`config.mk`:
```
export PLATFORM = sky130hd
export DESIGN_NAME = ps2_rx_controller
export DESIGN_NICKNAME = d
export VERILOG_FILES = /design/src/rtl/ps2_pkg.sv /design/src/rtl/ps2_rx_fifo.sv /design/src/rtl/ps2_rx_controller.sv
export SDC_FILE = /design/constraint.sdc
export NUM_CORES = 1
export LEC_CHECK = 0
export ABC_AREA = 1
export BUFFER_PORTS_ARGS = -buffer_cell sky130_fd_sc_hd__buf_2
export CAP_MARGIN = 20
export CORE_MARGIN = 2
export CORE_UTILIZATION = 35
export DETAILED_ROUTE_END_ITERATION = 10
export MAX_ROUTING_LAYER = met4
export PLACE_DENSITY_LB_ADDON = 0.1
export SLEW_MARGIN = 20
export SYNTH_ARGS = -nofsm -noshare
export SYNTH_HDL_FRONTEND = slang
export SYNTH_HIERARCHICAL = 1
export SYNTH_SLANG_ARGS = --single-unit
```
`constraint.sdc`:
```
create_clock -name clk -period 3.8 [get_ports clk]
set_input_delay 0.95 -clock clk [delete_from_list [all_inputs] [get_ports clk]]
set_output_delay 0.95 -clock clk [all_outputs]
set_load 0.1 [all_outputs]
```
`src/rtl/ps2_pkg.sv`:
```
// ps2_pkg: shared definitions for the PS/2 receive controller.
//   - ps2_state_e      : receive FSM state encoding
//   - FRAME_DATA_BITS  : data bits per PS/2 frame
//   - ERR_*            : bit positions inside err_flags {overrun, frame, parity}
//   - *_DEFAULT        : parameter defaults for ps2_rx_controller
//   - odd_parity_ok()  : true when data bits plus parity bit hold an odd number of ones
package ps2_pkg;

    localparam int unsigned FRAME_DATA_BITS        = 8;
    localparam int unsigned FIFO_DEPTH_DEFAULT     = 4;
    localparam int unsigned TIMEOUT_CYCLES_DEFAULT = 1023;

    localparam int unsigned ERR_PARITY  = 0;
    localparam int unsigned ERR_FRAME   = 1;
    localparam int unsigned ERR_OVERRUN = 2;

    typedef enum logic [1:0] {
        StIdle,
        StData,
        StParity,
        StStop
    } ps2_state_e;

    function automatic logic odd_parity_ok(input logic [FRAME_DATA_BITS-1:0] data,
                                           input logic                       par);
        return ^{data, par};
    endfunction

endpackage

```
`src/rtl/ps2_rx_fifo.sv`:
```
// ps2_rx_fifo: first-word-fall-through scancode FIFO.
// Ports:
//   clk, reset        : system clock, asynchronous active-high reset
//   push, push_data   : write strobe and byte; ignored when full unless popping in the same cycle
//   pop               : read strobe; ignored when empty
//   full, empty       : occupancy status (registered)
//   head_data         : oldest entry, 0 while empty
module ps2_rx_fifo
    import ps2_pkg::*;
#(
    parameter int unsigned DEPTH = FIFO_DEPTH_DEFAULT,
    parameter int unsigned WIDTH = FRAME_DATA_BITS
) (
    input  logic             clk,
    input  logic             reset,
    input  logic             push,
    input  logic [WIDTH-1:0] push_data,
    input  logic             pop,
    output logic             full,
    output logic             empty,
    output logic [WIDTH-1:0] head_data
);

    localparam int unsigned PtrW = $clog2(DEPTH);
    localparam int unsigned CntW = PtrW + 1;

    logic [WIDTH-1:0] mem_q [DEPTH];
    logic [PtrW-1:0]  wr_ptr_q, wr_ptr_d;
    logic [PtrW-1:0]  rd_ptr_q, rd_ptr_d;
    logic [CntW-1:0]  count_q, count_d;
    logic             do_push, do_pop;

    assign full  = (count_q == CntW'(DEPTH));
    assign empty = (count_q == '0);

    // A full FIFO still accepts a write when the head leaves in the same cycle.
    assign do_pop  = pop & ~empty;
    assign do_push = push & (~full | do_pop);

    always_comb begin
        wr_ptr_d = wr_ptr_q;
        rd_ptr_d = rd_ptr_q;
        count_d  = count_q;
        if (do_push) begin
            wr_ptr_d = wr_ptr_q + 1'b1;
        end
        if (do_pop) begin
            rd_ptr_d = rd_ptr_q + 1'b1;
        end
        unique case ({do_push, do_pop})
            2'b10:   count_d = count_q + 1'b1;
            2'b01:   count_d = count_q - 1'b1;
            default: count_d = count_q;
        endcase
    end

    always_ff @(posedge clk or posedge reset) begin
        if (reset) begin
            wr_ptr_q <= '0;
            rd_ptr_q <= '0;
            count_q  <= '0;
        end else begin
            wr_ptr_q <= wr_ptr_d;
            rd_ptr_q <= rd_ptr_d;
            count_q  <= count_d;
        end
    end

    // Storage needs no reset: head_data is masked while empty.
    always_ff @(posedge clk) begin
        if (do_push) begin
            mem_q[wr_ptr_q] <= push_data;
        end
    end

    assign head_data = empty ? '0 : mem_q[rd_ptr_q];

endmodule

```
`src/rtl/ps2_rx_controller.sv`:
```
// ps2_rx_controller: PS/2 device-to-host receiver with scancode FIFO.
// Ports:
//   clk, reset   : system clock, asynchronous active-high reset
//   ps2_clk_i    : raw PS/2 clock line      ps2_data_i : raw PS/2 data line
//   ps2_clk_oe   : 1 = pull PS/2 clock low (inhibit) while FIFO full and receiver idle
//   rd_req       : pop strobe               rd_data    : FIFO head (0 when empty)
//   rd_valid     : FIFO not empty           irq        : level interrupt, same as rd_valid
//   err_flags    : sticky {overrun, frame, parity}; err_clr clears (a same-cycle set wins)
// Build option: define PS2_TIMEOUT_EN to add a mid-frame PS/2 clock timeout that returns the
// receiver to idle and raises the frame flag after TIMEOUT_CYCLES clk cycles without an edge.
module ps2_rx_controller
    import ps2_pkg::*;
#(
    parameter int unsigned FIFO_DEPTH     = FIFO_DEPTH_DEFAULT,
    parameter int unsigned TIMEOUT_CYCLES = TIMEOUT_CYCLES_DEFAULT
) (
    input  logic       clk,
    input  logic       reset,
    input  logic       ps2_clk_i,
    input  logic       ps2_data_i,
    output logic       ps2_clk_oe,
    input  logic       rd_req,
    output logic [7:0] rd_data,
    output logic       rd_valid,
    output logic       irq,
    output logic [2:0] err_flags,
    input  logic       err_clr
);

    localparam int unsigned BitCntW = $clog2(FRAME_DATA_BITS);

    // Synchronisers; all reset high so releasing reset never looks like a falling edge.
    logic [1:0] ps2_clk_sync_q, ps2_clk_sync_d;
    logic [1:0] ps2_data_sync_q, ps2_data_sync_d;
    logic       ps2_clk_prev_q, ps2_clk_prev_d;
    logic       fall_edge;
    logic       bit_in;

    assign ps2_clk_sync_d  = {ps2_clk_sync_q[0], ps2_clk_i};
    assign ps2_data_sync_d = {ps2_data_sync_q[0], ps2_data_i};
    assign ps2_clk_prev_d  = ps2_clk_sync_q[1];

    always_ff @(posedge clk or posedge reset) begin
        if (reset) begin
            ps2_clk_sync_q  <= 2'b11;
            ps2_data_sync_q <= 2'b11;
            ps2_clk_prev_q  <= 1'b1;
        end else begin
            ps2_clk_sync_q  <= ps2_clk_sync_d;
            ps2_data_sync_q <= ps2_data_sync_d;
            ps2_clk_prev_q  <= ps2_clk_prev_d;
        end
    end

    assign fall_edge = ps2_clk_prev_q & ~ps2_clk_sync_q[1];
    assign bit_in    = ps2_data_sync_q[1];

    // Receive FSM
    ps2_state_e                 state_q, state_d;
    logic [BitCntW-1:0]         bit_cnt_q, bit_cnt_d;
    logic [FRAME_DATA_BITS-1:0] shift_q, shift_d;
    logic                       frame_bad_q, frame_bad_d;
    logic                       push_q, push_d;
    logic [FRAME_DATA_BITS-1:0] push_data_q, push_data_d;
    logic                       set_parity, set_frame;
    logic                       tmo_fire;

`ifdef PS2_TIMEOUT_EN
    localparam int unsigned TmoW = $clog2(TIMEOUT_CYCLES + 1);

    logic [TmoW-1:0] tmo_cnt_q, tmo_cnt_d;

    always_comb begin
        tmo_cnt_d = tmo_cnt_q;
        tmo_fire  = 1'b0;
        if (fall_edge || (state_q == StIdle)) begin
            tmo_cnt_d = '0;
        end else if (tmo_cnt_q == TmoW'(TIMEOUT_CYCLES)) begin
            tmo_fire  = 1'b1;
            tmo_cnt_d = '0;
        end else begin
            tmo_cnt_d = tmo_cnt_q + 1'b1;
        end
    end

    always_ff @(posedge clk or posedge reset) begin
        if (reset) begin
            tmo_cnt_q <= '0;
        end else begin
            tmo_cnt_q <= tmo_cnt_d;
        end
    end
`else
    assign tmo_fire = 1'b0;
`endif

    always_comb begin
        state_d     = state_q;
        bit_cnt_d   = bit_cnt_q;
        shift_d     = shift_q;
        frame_bad_d = frame_bad_q;
        push_d      = 1'b0;
        push_data_d = push_data_q;
        set_parity  = 1'b0;
        set_frame   = 1'b0;
        if (fall_edge) begin
            unique case (state_q)
                StIdle: begin
                    // A high start bit is line noise, not a frame: ignore silently.
                    if (!bit_in) begin
                        state_d     = StData;
                        bit_cnt_d   = '0;
                        frame_bad_d = 1'b0;
                    end
                end
                StData: begin
                    shift_d = {bit_in, shift_q[FRAME_DATA_BITS-1:1]};
                    if (bit_cnt_q == BitCntW'(FRAME_DATA_BITS - 1)) begin
                        state_d = StParity;
                    end else begin
                        bit_cnt_d = bit_cnt_q + 1'b1;
                    end
                end
                StParity: begin
                    if (!odd_parity_ok(shift_q, bit_in)) begin
                        set_parity  = 1'b1;
                        frame_bad_d = 1'b1;
                    end
                    state_d = StStop;
                end
                StStop: begin
                    if (bit_in) begin
                        push_d      = ~frame_bad_q;
                        push_data_d = shift_q;
                    end else begin
                        set_frame = 1'b1;
                    end
                    state_d = StIdle;
                end
                default: state_d = StIdle;
            endcase
        end else if (tmo_fire) begin
            state_d   = StIdle;
            set_frame = 1'b1;
        end
    end

    always_ff @(posedge clk or posedge reset) begin
        if (reset) begin
            state_q     <= StIdle;
            bit_cnt_q   <= '0;
            shift_q     <= '0;
            frame_bad_q <= 1'b0;
            push_q      <= 1'b0;
            push_data_q <= '0;
        end else begin
            state_q     <= state_d;
            bit_cnt_q   <= bit_cnt_d;
            shift_q     <= shift_d;
            frame_bad_q <= frame_bad_d;
            push_q      <= push_d;
            push_data_q <= push_data_d;
        end
    end

    // Scancode FIFO
    logic fifo_full, fifo_empty, fifo_pop;

    assign fifo_pop = rd_req & ~fifo_empty;

    ps2_rx_fifo #(
        .DEPTH (FIFO_DEPTH),
        .WIDTH (FRAME_DATA_BITS)
    ) u_fifo (
        .clk       (clk),
        .reset     (reset),
        .push      (push_q),
        .push_data (push_data_q),
        .pop       (fifo_pop),
        .full      (fifo_full),
        .empty     (fifo_empty),
        .head_data (rd_data)
    );

    // Sticky error flags
    logic [2:0] err_q, err_d;

    always_comb begin
        err_d = err_clr ? 3'b000 : err_q;
        if (set_parity) begin
            err_d[ERR_PARITY] = 1'b1;
        end
        if (set_frame) begin
            err_d[ERR_FRAME] = 1'b1;
        end
        if (push_q && fifo_full && !fifo_pop) begin
            err_d[ERR_OVERRUN] = 1'b1;
        end
    end

    always_ff @(posedge clk or posedge reset) begin
        if (reset) begin
            err_q <= 3'b000;
        end else begin
            err_q <= err_d;
        end
    end

    assign err_flags  = err_q;
    assign rd_valid   = ~fifo_empty;
    assign irq        = ~fifo_empty;
    // Only inhibit between frames so a frame in flight is never cut short.
    assign ps2_clk_oe = fifo_full & (state_q == StIdle);

endmodule
```
* Word-level counts from Yosys, hierarchy flattened
Memory sizes are Yosys's and may differ from the RTL's. Index checks and enable logic that the tools add are counted.
Word-level totals: register bits 38, latch bits 0, RAM bits 32, ROM bits 0, output and inout bits 14, memories kept 1
Memories:
- u_fifo.mem_q | depth 4, width 8, read ports 1, clocked after memory_dff 0, wr ports 1, RTL line ps2_rx_fifo.sv:27 | logic [WIDTH-1:0] mem_q [DEPTH];
Operators by class: $add $sub $neg 5, multipliers 0, div/mod/pow operators 0, magnitude comparators 0, equal/unequal tests 11, shift-type cells 0, muxes and demuxes 26, bitwise logic cells 10, reductions and logical operators 17
Operators by type and width (count):
- two-way mux 1 bit | 16
- one-hot mux 3 bit (2 select lines) | 2
- nonzero test 2 bit | 6
- two-way mux 3 bit | 3
- parity 9 bit | 1
- two-way mux 8 bit | 1
- != test 2 bit, second input constant | 4
- one-hot mux 2 bit (4 select lines) | 1
- AND reduction 4 bit | 2
- adder 3 x 1 -> 3 bit, second input constant | 2
- == test 2 bit, second input constant | 3
- == test 3 bit, second input constant | 2
- AND reduction 3 bit | 2
- bitwise AND 1 bit | 5
- adder 2 x 1 -> 2 bit, second input constant | 2
- == test 2 x 1 -> 1 bit, second input constant | 2
- two-way mux 2 bit | 2
- NOT 1 bit | 4
- zero test 3 bit | 1
- subtractor 3 x 1 -> 3 bit, second input constant | 1
- logical AND 1 bit | 2
- zero test 2 bit | 1
- one-hot mux 1 bit (2 select lines) | 1
- AND reduction 2 bit | 1
- other kinds (2) | 2

* Logic depth before layout (Yosys ltp)
depth after elaboration 8, mapped depth 15

* Modules after synthesis
The synthesis kept the hierarchy.
Modules (own cells, without submodules):
- ps2_rx_fifo | instances 1, cells each 186, area each 1840.5 µm²
- ps2_rx_controller | instances 1, cells each 156, area each 1423.9 µm²

* Worst setup path before layout
Ideal clock, no wire load.
kind register to output, from register u_fifo.rd_ptr_q[0], to output rd_data[0], arrival 2.241 ns, required time 2.850 ns, slack 0.609 ns, cell stages (with the launch flop) 6, buffers on the path 2, path through dfrtp_1 buf_6 buf_4 nand2_1 nand3_1 a21oi_1
On the way: word-level cells in the longest chain between the ends 2
RTL lines:
- start: declaration | RTL line ps2_rx_fifo.sv:29 | logic [PtrW-1:0] rd_ptr_q, rd_ptr_d;
- start signal: assignment | RTL line ps2_rx_fifo.sv:64 | rd_ptr_q <= rd_ptr_d;
- memory read (4 x 8 bit)
- two-way mux 8 bit | RTL line ps2_rx_fifo.sv:76 | assign head_data = empty ? '0 : mem_q[rd_ptr_q];
- end: declaration | RTL line ps2_rx_controller.sv:23 | output logic [7:0] rd_data,
No other way between the ends.

* Final worst setup path
from register u_fifo.rd_ptr_q[0], to output rd_data[5]
Same word-level chain as after synthesis.

==> qor.csv <==
metric;value;unit
htreeDepth;3;
fp.dieArea;10100;µm²
start_util;35.7;%
power_density;837;nW/µm²
grt_max_degree;20;
final_max_slew_viol_count;0;
setup_violations;0;
finalSetupTns;0;ns
synth_area_leader_cell;edfxtp_1;
status;finished, final reports clean;
core_area;9150;µm²
cts_buffer_depth;2;
postCtsSetupBuffers;0;
nNetsFinal;387;
grt_pass1_vias;2144;
multiInputGateArea;1020;µm²
synth_nets;361;
worstMarginPinSlew;0.755;ns
fillers;946;
yosysMostFrequentCell;nand2_1;
netlist_instances;342;
grt_usage;14.5;%
grt-ovfl-total;0;
fin_skew;0.0114;ns
drc;0;
vias;2128;
final_core_util;40.2;%
n_antenna_cell;0;
rsz0062_at_grt;false;
yosysWarningCount;6;
routed_via_density;4.40;
synth-main-ff-cell;dfrtp_1;
ys_seq_area_share;58.8;%
io_pins;20;
synth_edf_count;32;
syn_area_per_cell;9.54;µm²
period_needed;3.04;ns
numCtsBuffers;9;
netlist.area_leader.share;29.4;%
post_cts_resized;0;
netlist_area;3260;µm²
holdBufCountCts;0;
start_kind;flop;
wire_per_inst;12.4;µm
worst_ep_required_time;2.85;ns
drtPass1Iterations;4;
async_flop_share;54.3;%
layout_worst_path_cycle_share;80.0;%
postRouteAntennaNets;0;
peakVddDrop;0.363;mV
die_w;101;µm
max_freq;0.329;GHz
critical_path_class;reg -> out;
io_buffers;19;
drt-initial-drc-count;130;
drt-total-wl;6000;µm
num_rows;35;
yosys.cell_types.count;29;
ys_seq_elements;70;
relSlewSlack;49.5;%
cts_tree;done;
cts_sinks;70;
worstPathMaxFanout;19;
drive_gt1_share;16.9;%
synth_common_cells;95 x nand2_1, 63 x inv_1, 33 x dfrtp_1;
grt_pass1_wl;10800;µm
worstSkewPairLatency;0.35;ns
regArea;1920;µm²
clk_pin_slew_worst_paths;0.08;ns
hpwl;4230;µm
critPathCaptureType;output pin;
gp_congestion;0.787;
antenna_found_initial;0;
power_leakage;1.78;nW
arrival;2.09;ns
hp-class;reg -> reg;
cts_root_buffer;clkbuf_8;
finalHoldViolCount;0;
die_y;101;µm
synth.top_cells.by_area;edfxtp_1 29%, dfrtp_1 25%, nand2_1 11%;
drv_cap;0;
area_growth;12.7;%
[report_power, final]
group	internal [W]	switching, W
sequential	0.000925	0.000151
clock	0.000312	0.000306
combinational	0.000313	0.00107
[cells in the final DEF (no fill, tap or decap), types with 9 or more instances in the layout]
cell | synthesis | routed
ha_1 | 12 | 12
clkbuf_8 | 0 | 9
o21ai_0 | 16 | 16
edfxtp_1 | 32 | 32
buf_2 | 2 | 19
inv_1 | 63 | 63
nand2_1 | 95 | 95
dfrtp_1 | 33 | 33
o21ai_1 | 9 | 9
nand3_1 | 24 | 24
[per-stage QoR]
step / cell area, µm² / instances / hold WS [ns] / total power, W / worst slack, ns
global placement: 3460 / 467 / 0.347 / 0.00248 / 1.11
global route: 3680 / 484 / 0.371 / 0.00333 / 0.556
detailed placement: 3470 / 468 / 0.347 / 0.00250 / 1.07
floorplan: 3260 / 342 / 0.345 / 0.00228 / 0.609
CTS: 3680 / 484 / 0.366 / 0.00313 / 0.682
finish: 3680 / 484 / 0.363 / 0.00308 / 0.760
[sequential cells by signal, summed over array words and instances (netlist names), 2 cells and up]
name / flops
bit_cnt_q: 3
err_flags: 3
ps2_clk_sync_q: 2
ps2_data_sync_q: 2
push_data_q: 8
shift_q: 8
state_q: 2
u_fifo/count_q: 3
u_fifo/mem_q: 32
u_fifo/rd_ptr_q: 2
u_fifo/wr_ptr_q: 2
[cell families (layout without fill, tap and decap cells)]
family,after synthesis,count (layout),synth area share [%]
xor+xnor,3,3,0.805
fa+ha+maj,13,13,5.21
flops,70,70,58.8
compound gates,36,36,5.86
simple gates,142,142,19.4
buf+inv,78,109,10.0
[path summary, 6_finish.rpt]
kind                                    start                  to  slack (ns)  depth (start not counted)
hold / removal             ps2_data_sync_q[0]  ps2_data_sync_q[1]        0.36                          0
min in group asynchronous               reset  u_fifo/wr_ptr_q[0]        0.54                          2
max in group asynchronous               reset      ps2_clk_prev_q        2.49                          4
hold reg to reg            ps2_data_sync_q[0]  ps2_data_sync_q[1]        0.36                          0
setup reg to reg            u_fifo/count_q[0]   u_fifo/count_q[2]        1.42                         14
setup / recovery           u_fifo/rd_ptr_q[0]          rd_data[5]        0.76                          5
[critical path, stage by stage, from the launching register on]
cell,delay (ns)
dfrtp_1,0.80
inv_6,0.17
nand2_1,0.12
nand3_1,0.07
a21oi_1,0.15
buf_2,0.44
[layout make-up]
type / instances / share of cell area, %
clock buffer: 9 / 3.37
sequential: 70 / 52.1
multi-input combinational: 194 / 27.7
inverter: 71 / 7.38
timing repair buffer: 22 / 3.40
tap: 111 / 3.77
clock inverter: 7 / 2.24
[layer usage]
metal,up-vias,routed length [µm],GRT usage [%]
met1,974,2900,18.8
met3,8,190,3.74
li1,1122,-,-
met5,-,0,-
met2,24,2820,21.9
met4,0,90,5.37
Power figures use the tool's default switching activity.
